<file path="src/rtl/hex_msg_sequencer_if.sv">
// hex_msg_sequencer_if: board-side bundle between the SW/KEY inputs and
// the six HEX digit outputs of the message sequencer.
// master = board/test side that drives button, switches and message slots.
// slave  = the sequencer itself.
interface hex_msg_sequencer_if #(
  parameter int NUM_MSG = 4
);
  localparam int IDX_W = $clog2(NUM_MSG);

  logic                   step_n;
  logic                   auto_en;
  logic [NUM_MSG*24-1:0]  msg_data;
  logic [NUM_MSG-1:0]     msg_valid;
  logic [IDX_W-1:0]       cur_idx;
  logic                   showing;
  logic [7:0]             HEX5;
  logic [7:0]             HEX4;
  logic [7:0]             HEX3;
  logic [7:0]             HEX2;
  logic [7:0]             HEX1;
  logic [7:0]             HEX0;

  modport master (
    output step_n, auto_en, msg_data, msg_valid,
    input  cur_idx, showing, HEX5, HEX4, HEX3, HEX2, HEX1, HEX0
  );

  modport slave (
    input  step_n, auto_en, msg_data, msg_valid,
    output cur_idx, showing, HEX5, HEX4, HEX3, HEX2, HEX1, HEX0
  );
endinterface

</file>
<file path="src/rtl/hex_msg_sequencer.sv">
// hex_msg_sequencer: picks which of NUM_MSG six-digit messages drives
// HEX5..HEX0, advancing round-robin on a dwell timer or a debounced
// KEY press, with a blank gap between messages.
// Optional feature macro: HEX_SEQ_DATE_DP_EN -- when defined, the decimal
// points of HEX4 and HEX2 are lit while a message is shown (MM.DD.YY).
module hex_msg_sequencer #(
  parameter int NUM_MSG      = 4,
  parameter int DWELL_CYC    = 100_000_000,
  parameter int BLANK_CYC    = 10_000_000,
  parameter int DEBOUNCE_CYC = 500_000
) (
  input  logic                MAX10_CLK1_50,
  input  logic                reset_n,
  hex_msg_sequencer_if.slave  bus
);

  localparam int IDX_W   = $clog2(NUM_MSG);
  localparam int CNT_MAX = (DWELL_CYC > BLANK_CYC) ? DWELL_CYC : BLANK_CYC;
  localparam int CNT_W   = $clog2(CNT_MAX + 1);
  localparam int DB_W    = $clog2(DEBOUNCE_CYC + 1);

  localparam logic [CNT_W-1:0] DWELL_LAST = CNT_W'(DWELL_CYC - 1);
  localparam logic [CNT_W-1:0] BLANK_LAST = CNT_W'(BLANK_CYC - 1);
  localparam logic [DB_W-1:0]  DB_LAST    = DB_W'(DEBOUNCE_CYC - 1);

  localparam logic [1:0] ST_IDLE  = 2'd0;
  localparam logic [1:0] ST_SHOW  = 2'd1;
  localparam logic [1:0] ST_BLANK = 2'd2;

  localparam logic [7:0] HEX_BLANK = 8'hFF;

`ifdef HEX_SEQ_DATE_DP_EN
  localparam logic [5:0] SHOW_DP_N = 6'b101011;
`else
  localparam logic [5:0] SHOW_DP_N = 6'b111111;
`endif

  // Active-low gfedcba pattern for one hex nibble.
  function automatic logic [6:0] hexToSeg(input logic [3:0] nib);
    logic [6:0] seg;
    case (nib)
      4'h0:    seg = 7'b1000000;
      4'h1:    seg = 7'b1111001;
      4'h2:    seg = 7'b0100100;
      4'h3:    seg = 7'b0110000;
      4'h4:    seg = 7'b0011001;
      4'h5:    seg = 7'b0010010;
      4'h6:    seg = 7'b0000010;
      4'h7:    seg = 7'b1111000;
      4'h8:    seg = 7'b0000000;
      4'h9:    seg = 7'b0010000;
      4'hA:    seg = 7'b0001000;
      4'hB:    seg = 7'b0000011;
      4'hC:    seg = 7'b1000110;
      4'hD:    seg = 7'b0100001;
      4'hE:    seg = 7'b0000110;
      default: seg = 7'b0001110;
    endcase
    return seg;
  endfunction

  logic [1:0]        r_stepSync;
  logic              r_dbLevel;
  logic [DB_W-1:0]   r_dbCnt;
  logic              r_stepPulse;

  logic [1:0]        r_state;
  logic [CNT_W-1:0]  r_cnt;
  logic [IDX_W-1:0]  r_curIdx;
  logic              r_showing;
  logic [5:0][7:0]   r_hex;

  logic              w_anyValid;
  logic              w_curValid;
  logic              w_advReq;
  logic [IDX_W-1:0]  w_lowIdx;
  logic [IDX_W-1:0]  w_upIdx;
  logic              w_upFound;
  logic [IDX_W-1:0]  w_nextIdx;
  logic [IDX_W-1:0]  w_selIdx;
  logic [23:0]       w_selData;
  logic [5:0][7:0]   w_showHex;

  // Synchronize the raw KEY, debounce it, and emit one pulse per accepted press.
  always_ff @(posedge MAX10_CLK1_50 or negedge reset_n) begin
    if (!reset_n) begin
      r_stepSync  <= 2'b11;
      r_dbLevel   <= 1'b1;
      r_dbCnt     <= '0;
      r_stepPulse <= 1'b0;
    end else begin
      r_stepSync  <= {r_stepSync[0], bus.step_n};
      r_stepPulse <= 1'b0;
      if (r_stepSync[1] == r_dbLevel) begin
        r_dbCnt <= '0;
      end else if (r_dbCnt == DB_LAST) begin
        r_dbLevel   <= r_stepSync[1];
        r_dbCnt     <= '0;
        r_stepPulse <= r_dbLevel & ~r_stepSync[1];
      end else begin
        r_dbCnt <= r_dbCnt + DB_W'(1);
      end
    end
  end

  // Lowest valid slot and whether the current slot is still valid.
  always_comb begin
    w_anyValid = |bus.msg_valid;
    w_lowIdx   = '0;
    w_curValid = 1'b0;
    for (int k = NUM_MSG - 1; k >= 0; k--) begin
      if (bus.msg_valid[k]) begin
        w_lowIdx = IDX_W'(k);
      end
      if (r_curIdx == IDX_W'(k)) begin
        w_curValid = bus.msg_valid[k];
      end
    end
  end

  // Round-robin successor: first valid slot above cur_idx, else wrap to the lowest.
  always_comb begin
    w_upIdx   = '0;
    w_upFound = 1'b0;
    for (int k = NUM_MSG - 1; k >= 0; k--) begin
      if (bus.msg_valid[k] && (IDX_W'(k) > r_curIdx)) begin
        w_upIdx   = IDX_W'(k);
        w_upFound = 1'b1;
      end
    end
    w_nextIdx = w_upFound ? w_upIdx : w_lowIdx;
  end

  // Slot whose digits will be loaded on this edge, depending on where we come from.
  always_comb begin
    case (r_state)
      ST_IDLE:  w_selIdx = w_lowIdx;
      ST_BLANK: w_selIdx = w_nextIdx;
      default:  w_selIdx = r_curIdx;
    endcase
  end

  // Fetch the selected slot and decode its six nibbles into segment bytes.
  always_comb begin
    w_selData = '0;
    for (int k = 0; k < NUM_MSG; k++) begin
      if (w_selIdx == IDX_W'(k)) begin
        w_selData = bus.msg_data[24*k +: 24];
      end
    end
    w_showHex = '0;
    for (int d = 0; d < 6; d++) begin
      w_showHex[d] = {SHOW_DP_N[d], hexToSeg(w_selData[4*d +: 4])};
    end
  end

  // A step and a dwell expiry in the same cycle collapse into one request.
  always_comb begin
    w_advReq = r_stepPulse | (bus.auto_en & (r_cnt == DWELL_LAST));
  end

  // Display scheduler: IDLE until a slot is valid, then SHOW/BLANK alternation.
  always_ff @(posedge MAX10_CLK1_50 or negedge reset_n) begin
    if (!reset_n) begin
      r_state   <= ST_IDLE;
      r_cnt     <= '0;
      r_curIdx  <= '0;
      r_showing <= 1'b0;
      r_hex     <= {6{HEX_BLANK}};
    end else begin
      case (r_state)
        ST_IDLE: begin
          if (w_anyValid) begin
            r_state   <= ST_SHOW;
            r_curIdx  <= w_lowIdx;
            r_showing <= 1'b1;
            r_hex     <= w_showHex;
            r_cnt     <= '0;
          end
        end
        ST_SHOW: begin
          if (!w_anyValid) begin
            r_state   <= ST_IDLE;
            r_showing <= 1'b0;
            r_hex     <= {6{HEX_BLANK}};
            r_cnt     <= '0;
          end else if (!w_curValid || w_advReq) begin
            r_state   <= ST_BLANK;
            r_showing <= 1'b0;
            r_hex     <= {6{HEX_BLANK}};
            r_cnt     <= '0;
          end else begin
            r_hex <= w_showHex;
            if (r_cnt != DWELL_LAST) begin
              r_cnt <= r_cnt + CNT_W'(1);
            end
          end
        end
        ST_BLANK: begin
          if (!w_anyValid) begin
            r_state <= ST_IDLE;
            r_cnt   <= '0;
          end else if (r_cnt == BLANK_LAST) begin
            r_state   <= ST_SHOW;
            r_curIdx  <= w_nextIdx;
            r_showing <= 1'b1;
            r_hex     <= w_showHex;
            r_cnt     <= '0;
          end else begin
            r_cnt <= r_cnt + CNT_W'(1);
          end
        end
        default: begin
          r_state   <= ST_IDLE;
          r_showing <= 1'b0;
          r_hex     <= {6{HEX_BLANK}};
          r_cnt     <= '0;
        end
      endcase
    end
  end

  assign bus.cur_idx = r_curIdx;
  assign bus.showing = r_showing;
  assign bus.HEX5    = r_hex[5];
  assign bus.HEX4    = r_hex[4];
  assign bus.HEX3    = r_hex[3];
  assign bus.HEX2    = r_hex[2];
  assign bus.HEX1    = r_hex[1];
  assign bus.HEX0    = r_hex[0];

endmodule
</file>
<file path="src/flat_wrapper.sv">
// flat-port wrapper written by rule: the top's interface ports become plain ports
module hex_msg_sequencer_flat 
#(
  parameter int NUM_MSG      = 4,
  parameter int DWELL_CYC    = 100_000_000,
  parameter int BLANK_CYC    = 10_000_000,
  parameter int DEBOUNCE_CYC = 500_000
)
  (MAX10_CLK1_50, reset_n, bus_step_n, bus_auto_en, bus_msg_data, bus_msg_valid, bus_cur_idx, bus_showing, bus_HEX5, bus_HEX4, bus_HEX3, bus_HEX2, bus_HEX1, bus_HEX0);
  hex_msg_sequencer_if #(.NUM_MSG(NUM_MSG)) bus_i ();
  input  logic MAX10_CLK1_50;
  input  logic reset_n;
  input wire logic [$bits(bus_i.step_n)-1:0] bus_step_n;
  input wire logic [$bits(bus_i.auto_en)-1:0] bus_auto_en;
  input wire logic [$bits(bus_i.msg_data)-1:0] bus_msg_data;
  input wire logic [$bits(bus_i.msg_valid)-1:0] bus_msg_valid;
  output wire logic [$bits(bus_i.cur_idx)-1:0] bus_cur_idx;
  output wire logic [$bits(bus_i.showing)-1:0] bus_showing;
  output wire logic [$bits(bus_i.HEX5)-1:0] bus_HEX5;
  output wire logic [$bits(bus_i.HEX4)-1:0] bus_HEX4;
  output wire logic [$bits(bus_i.HEX3)-1:0] bus_HEX3;
  output wire logic [$bits(bus_i.HEX2)-1:0] bus_HEX2;
  output wire logic [$bits(bus_i.HEX1)-1:0] bus_HEX1;
  output wire logic [$bits(bus_i.HEX0)-1:0] bus_HEX0;
  assign bus_i.step_n = bus_step_n;
  assign bus_i.auto_en = bus_auto_en;
  assign bus_i.msg_data = bus_msg_data;
  assign bus_i.msg_valid = bus_msg_valid;
  assign bus_cur_idx = bus_i.cur_idx;
  assign bus_showing = bus_i.showing;
  assign bus_HEX5 = bus_i.HEX5;
  assign bus_HEX4 = bus_i.HEX4;
  assign bus_HEX3 = bus_i.HEX3;
  assign bus_HEX2 = bus_i.HEX2;
  assign bus_HEX1 = bus_i.HEX1;
  assign bus_HEX0 = bus_i.HEX0;
  hex_msg_sequencer #(.NUM_MSG(NUM_MSG), .DWELL_CYC(DWELL_CYC), .BLANK_CYC(BLANK_CYC), .DEBOUNCE_CYC(DEBOUNCE_CYC)) u_core (.MAX10_CLK1_50(MAX10_CLK1_50), .reset_n(reset_n), .bus(bus_i));
endmodule
</file>
<file path="config.mk">
export PLATFORM = sky130hd
export DESIGN_NAME = hex_msg_sequencer_flat
export DESIGN_NICKNAME = d
export VERILOG_FILES = /design/src/rtl/hex_msg_sequencer_if.sv /design/src/rtl/hex_msg_sequencer.sv /design/src/flat_wrapper.sv
export SDC_FILE = /design/constraint.sdc
export NUM_CORES = 1
export LEC_CHECK = 0
export ABC_CLOCK_PERIOD_IN_PS = 9900
export CORE_ASPECT_RATIO = 0.8
export CORE_MARGIN = 2
export CORE_UTILIZATION = 31
export CTS_CLUSTER_DIAMETER = 50
export DETAILED_ROUTE_END_ITERATION = 10
export DONT_BUFFER_PORTS = 1
export SLEW_MARGIN = 5
export SYNTH_ARGS = -nofsm -noshare
export SYNTH_HDL_FRONTEND = slang
export SYNTH_SLANG_ARGS = --single-unit
export TNS_END_PERCENT = 20
</file>
<file path="constraint.sdc">
create_clock -name MAX10_CLK1_50 -period 9.9 [get_ports MAX10_CLK1_50]
set_clock_uncertainty 0.1 [all_clocks]
set_input_delay 1.98 -clock MAX10_CLK1_50 [delete_from_list [all_inputs] [get_ports MAX10_CLK1_50]]
set_output_delay 1.98 -clock MAX10_CLK1_50 [all_outputs]
set_load 0.01 [all_outputs]
</file>
==> results of run 1 <==
[cell families (layout without fill, tap and decap cells)]
family / after synthesis / in the layout
other: 1 / 6
AND/OR/NAND/NOR: 265 / 265
multiplexers: 51 / 51
flip-flops: 97 / 97
adder cells (fa/ha/maj): 36 / 36
AO/OA/AOI/OAI: 204 / 204
XOR/XNOR: 29 / 29
buffers and inverters: 88 / 61
[cells in the mapped netlist, types with 16 or more instances]
library cell  number  area share, %
ha_1              36            6.3
inv_1             38            2.0
mux2i_1           20            2.8
xor2_1            19            2.3
clkbuf_1          16           0.84
nand3_1           18            1.3
nand2_1           51            2.7
mux4_2            20            6.3
dfstp_2           45             17
nor2_1            67            3.5
a21oi_1           52            3.7
nor3_1            16            1.1
o21ai_0           73            5.1
dfrtp_1           52             18
buf_2             17            1.2
[worst max-delay path: stages]
cell and delay [ns]:
inv_1 0.09, a21oi_2 0.09, a22o_2 0.28, a21oi_4 0.13, buf_4 0.47, mux4_1 0.83
inv_1 0.18, ha_1 0.25, nor4b_1 0.32, a311oi_1 0.10, nor2_1 0.16
[registers in the layout, summed over array words and instances, names as in the netlist]
name and cells:
u_core.bus.HEX0 7, u_core.bus.HEX1 7, u_core.bus.HEX2 7, u_core.bus.HEX3 7, u_core.bus.HEX4 7, u_core.bus.HEX5 7, u_core.bus.cur_idx 2, u_core.bus.showing 1
u_core.r_cnt 27, u_core.r_dbCnt 19, u_core.r_dbLevel 1, u_core.r_state 2, u_core.r_stepPulse 1, u_core.r_stepSync 2
[area by class of cell]
type | instances | area [um2]
Tap cell | 306 | 382.9
Sequential cell | 97 | 2484
Clock inverter | 7 | 57.56
Inverter | 38 | 142.6
Fill cell | 2295 | 14880
Timing Repair Buffer | 7 | 52.55
Clock buffer | 9 | 225.2
Multi-Input combinational cell | 591 | 4273
[per-layer routing]
metal  GRT usage (%)  up-vias
met4           4.996        2
li1                -     2772
met2           23.24      226
met3           4.727       25
met5               0        -
met1           22.38     2793
[power breakdown]
part,internal (mW),leakage (nW),switching [mW]
Clock,0.175,0.142,0.172
Combinational,0.595,1.69,0.878
Sequential,0.584,1.19,0.153
[how the worst max path moves through the flow]
stage | start | end | slack, ns | cells after the start
after floorplan | bus_msg_valid[3] | u_core.bus.HEX5[3] | 5.16 | 12
after global placement | bus_msg_valid[1] | u_core.bus.HEX1[3] | 4.91 | 10
after detailed placement | bus_msg_valid[1] | u_core.bus.HEX2[1] | 4.84 | 11
after CTS | bus_msg_valid[2] | u_core.bus.HEX2[1] | 5.21 | 11
after global routing | bus_msg_valid[1] | u_core.bus.HEX2[1] | 4.91 | 11
final | bus_msg_valid[1] | u_core.bus.HEX2[1] | 5.16 | 11
==> flow_summary.ini, run 1 <==
[outcome]
outcome = finished, final reports clean

[layout]
drive_above_1_share_pct = 14.29
syn2layout_area_growth_pct = 6.845
layout_common_cells = o21ai_0 (73), nor2_1 (67), a21oi_1 (52), dfrtp_1 (52), nand2_1 (51)
final_common_cell = o21ai_0
diodes = 0
finalNetCount = 884
fin_cells = 1055
final_cell_area_um2 = 7617
utilization_pct = 33.85

[min_path]
holdCritStartpoint = u_core.r_stepSync[0]
hold_end = u_core.r_stepSync[1]
whs_path_depth = 0
hp-class = reg2reg

[grt]
grt_pass1_vias = 5486
grt_overflow = 0
grtUsageTotal_pct = 15.86
grt_max_degree = 98
grt_antenna_before_repair = 1
grt_pass1_wl_um = 30670

[timing]
max_freq_ghz = 0.2112
setup_slack_ns = 5.164
slew_violations = 0
min_period_over_period_pct = 47.84
rsz0062_at_grt = false
whs_ns = 0.2728
hold_violations = 0
setup_viol = 0
slew_headroom_pct = 44.26
tightestPinTransition_ns = 0.8360
min_period_ns = 4.736
timing.setup.tns_ns = 0

[routing]
wl_met1_um = 9160
via_count = 5818
first_iter_violations = 530
met2_length_um = 8141
ant_nets = 0
met3WireLength_um = 1592
first_pass_iters = 7
wl_per_cell_um = 18.34
topRoutingLayerUsed = met5
wl_um = 19350
vias_per_cell = 5.515
drc_errors = 0

[critical_path]
crit_fanout = 29
regToRegSetupSlack_ns = 5.73
rr_worst_depth = 10
cp_data_arrival_time_ns = 4.92
crit_path_start_kind = input pin
crit_type = in2reg
r2r-start = u_core.r_cnt[0]
reg2reg_to = u_core.bus.HEX0[2]
required_ns = 10.09
cp-end-kind = flop

[die]
die_area_um2 = 24230
initial_utilization_pct = 31.69
die_h_um = 139.6
ios = 155
core_um2 = 22500
placementRows = 49
fp.dieW_um = 173.6

[yosys]
yosysUniqueCellTypes = 75
synth_xor_area_share_pct = 3.563
yosysSeqAreaShare_pct = 34.84
synth_seq_cells = 97
ys_warn_count = 0
async_flop_share_pct = 100.0
synth_adder_area_share_pct = 6.318
synth_cells = 771
synth-compound-area-share_pct = 17.94
avgSynthCellArea_um2 = 9.247
synth-simple-area-share_pct = 19.66
netlist_area_um2 = 7129
synth_mux_area_share_pct = 11.86
synth_top_family_by_area = simple AND/OR/NAND/NOR gates
synth_edf_count = 0
yosys_most_used_dff = dfrtp_1

[placed_design]
place_hpwl_um = 13540
place_ws_ns = 4.835
post_dp_cell_area_um2 = 7335
portBuffers = 0
gp_congestion = 0.8067
dp.cells = 1039

[job]
maxCapViolCount = 0

[cts]
clock-root-buffer = clkbuf_16
cts_resized = 0
clock_path_buffers = 2
clk_pin_slew_ns = 0.08
cts_tree = built
postCtsSetupRepairBufs = 0
htreeDepth = 3
cts_buffers = 9
ctsHoldBuffers = 0
clock_sinks = 97
clk_latency_ns = 0.36

[power]
irDropWorstVdd_mv = 0.1241
p_total_mw = 2.557
p_per_area_nw_per_um2 = 335.7
power.leakage_nw = 3.024
Power figures use the tool's default switching activity.
==> run 2: changes to the inputs <==
--- a/config.mk
+++ b/config.mk
@@ -5,7 +5,7 @@
 export SDC_FILE = /design/constraint.sdc
 export NUM_CORES = 1
 export LEC_CHECK = 0
-export ABC_CLOCK_PERIOD_IN_PS = 9900
+export ABC_CLOCK_PERIOD_IN_PS = 4100
 export CORE_ASPECT_RATIO = 0.8
 export CORE_MARGIN = 2
 export CORE_UTILIZATION = 31
==> constraint.sdc (replaced) <==
create_clock -name MAX10_CLK1_50 -period 4.1 [get_ports MAX10_CLK1_50]
set_clock_uncertainty 0.1 [all_clocks]
set_input_delay 0.82 -clock MAX10_CLK1_50 [delete_from_list [all_inputs] [get_ports MAX10_CLK1_50]]
set_output_delay 0.82 -clock MAX10_CLK1_50 [all_outputs]
set_load 0.01 [all_outputs]
==> run 2 against run 1 <==
Compared with the run above: utilization rose by 0.43 points; critical endpoint unchanged; clock-buffer cell count is 3 higher; setup slack worse by 4.8 ns; total power is 150% higher; sequential cell count did not move; sequential share of layout area down 0.41 points; highest routed layer is now met4.
==> flow_summary.ini, run 2 (same netlist as run 1, synthesis figures left out) <==
[timing]
max_freq_ghz = 0.2678
setup_viol = 0
hold_violations = 0
min_period_ns = 3.734
tightestPinTransition_ns = 0.6854
setup_slack_ns = 0.3656
min_period_over_period_pct = 91.08
whs_ns = 0.08479
timing.setup.tns_ns = 0
rsz0062_at_grt = false
slew_headroom_pct = 54.20
slew_violations = 0

[layout]
fin_cells = 1060
final_common_cell = o21ai_0
regMostFlops = u_core.r_cnt
fillCellCount = 2291
finalNetCount = 888
syn2layout_area_growth_pct = 8.196
largest_reg_flops = 27
top_regs = u_core.r_cnt: 27 flops, u_core.r_dbCnt: 19 flops
drive_above_1_share_pct = 14.61
layout_common_cells = o21ai_0 (73), nor2_1 (67), a21oi_1 (52), dfrtp_1 (52), nand2_1 (51)
utilization_pct = 34.28

[critical_path]
path_depth = 12
required_ns = 4.29
cp_data_arrival_time_ns = 3.93
crit_chain = inv_1 -> ha_1 -> nor2_1 -> a32o_1 -> a21oi_4 -> buf_4 -> mux4_1 -> inv_1 -> ha_1 -> nor4b_1 -> a311oi_1 -> nor2_1
cp-end-kind = flop
r2r-start = u_core.r_state[0]
crit_path_start_kind = flop
cp_top_family = multiplexers
regToRegSetupSlack_ns = 0.37
cpMaxStageDelayCell = mux4_1
cp_slowest_stage_delay_ns = 0.78
crit_fanout = 13
crit_type = reg2reg
worst-path-buf-inv = 3
reg2reg_to = u_core.bus.HEX2[1]
rr_worst_depth = 12

[cts]
cts_resized = 0
clock_sinks = 97
cts_buffers = 9
clk_pin_slew_ns = 0.07
ctsHoldBuffers = 0
htreeDepth = 3
cts_tree = built
clock_path_buffers = 2
clock-root-buffer = clkbuf_16
clk_latency_ns = 0.35
postCtsSetupRepairBufs = 0

[power]
irDropWorstVdd_mv = 0.3195
power.leakage_nw = 3.066
p_per_area_nw_per_um2 = 820.2

[job]
maxCapViolCount = 0

[grt]
grt_overflow = 0
grt_max_degree = 98
grt_antenna_before_repair = 2
grtUsageTotal_pct = 16.30
grt_pass1_wl_um = 31020
grt_pass1_vias = 5227

[placed_design]
place_hpwl_um = 14210
place_ws_ns = 0.3739
dp.cells = 1043
portBuffers = 0
gp_congestion = 0.8176

[routing]
first_pass_iters = 5
drc_errors = 0
via_count = 5783
first_iter_violations = 437
wl_um = 19600
ant_nets = 0
wl_per_cell_um = 18.49
vias_per_cell = 5.456

[die]
core_um2 = 22500
ios = 155
initial_utilization_pct = 31.69
fp.dieW_um = 173.6
die_h_um = 139.6
die_area_um2 = 24230
placementRows = 49

[min_path]
hp-class = in2async

[outcome]
outcome = finished, final reports clean
[run 2: worst reg2reg max path, cell delays in order, from the launching register on]
cell and delay (ns):
dfrtp_1 0.42, inv_1 0.10, ha_1 0.41, nor2_1 0.16
a32o_1 0.26, a21oi_4 0.19, buf_4 0.30, mux4_1 0.79
inv_1 0.19, ha_1 0.26, nor4b_1 0.29, a311oi_1 0.09
nor2_1 0.12
[run 2: how the worst max path moves through the flow]
| stage | start | to | slack [ns] |
|---|---|---|---|
| 3_3_place_gp | bus_msg_valid[2] | u_core.bus.HEX2[1] | 0.44 |
| 4_1_cts | u_core.r_state[0] | u_core.bus.HEX2[1] | 0.36 |
| 2_1_floorplan | bus_msg_valid[3] | u_core.bus.HEX5[3] | 0.52 |
| 5_1_grt | u_core.r_state[0] | u_core.bus.HEX2[1] | 0.04 |
| 3_5_place_dp | u_core.r_state[0] | u_core.bus.HEX2[1] | 0.37 |
| 6_report | u_core.r_state[0] | u_core.bus.HEX2[1] | 0.37 |
[run 2: area by class of cell]
type,count,area (um2),share of cell area (%)
Sequential cell,97,2484,32.20
Inverter,38,142.6,1.849
Multi-Input combinational cell,591,4273,55.39
Antenna cell,1,2.502,0.03244
Timing Repair Buffer,11,95.09,1.233
Tap cell,306,382.9,4.963
Clock inverter,4,55.05,0.7137
Clock buffer,12,279.0,3.617
[run 2: power by group]
part / internal [mW] / switching, mW
clock: 0.551 / 0.389
combinational: 1.48 / 2.13
sequential: 1.41 / 0.363
total: 3.44 / 2.89
[run 2: per-layer routing]
layer / up-vias / wire length (um) / track usage [%]
met5: - / 0 / 0
met3: 13 / 1577 / 5.574
met4: 0 / 220 / 3.657
met1: 2799 / 9384 / 23.65
li1: 2777 / - / -
met2: 194 / 8420 / 23.24
[run 2: through the flow]
stage | instance area (um2) | power, mW
2_1_floorplan | 7148 | 4.569
3_3_place_gp | 7377 | 5.362
3_5_place_dp | 7377 | 5.397
4_1_cts | 7711 | 6.365
5_1_grt | 7714 | 6.883
6_report | 7714 | 6.327
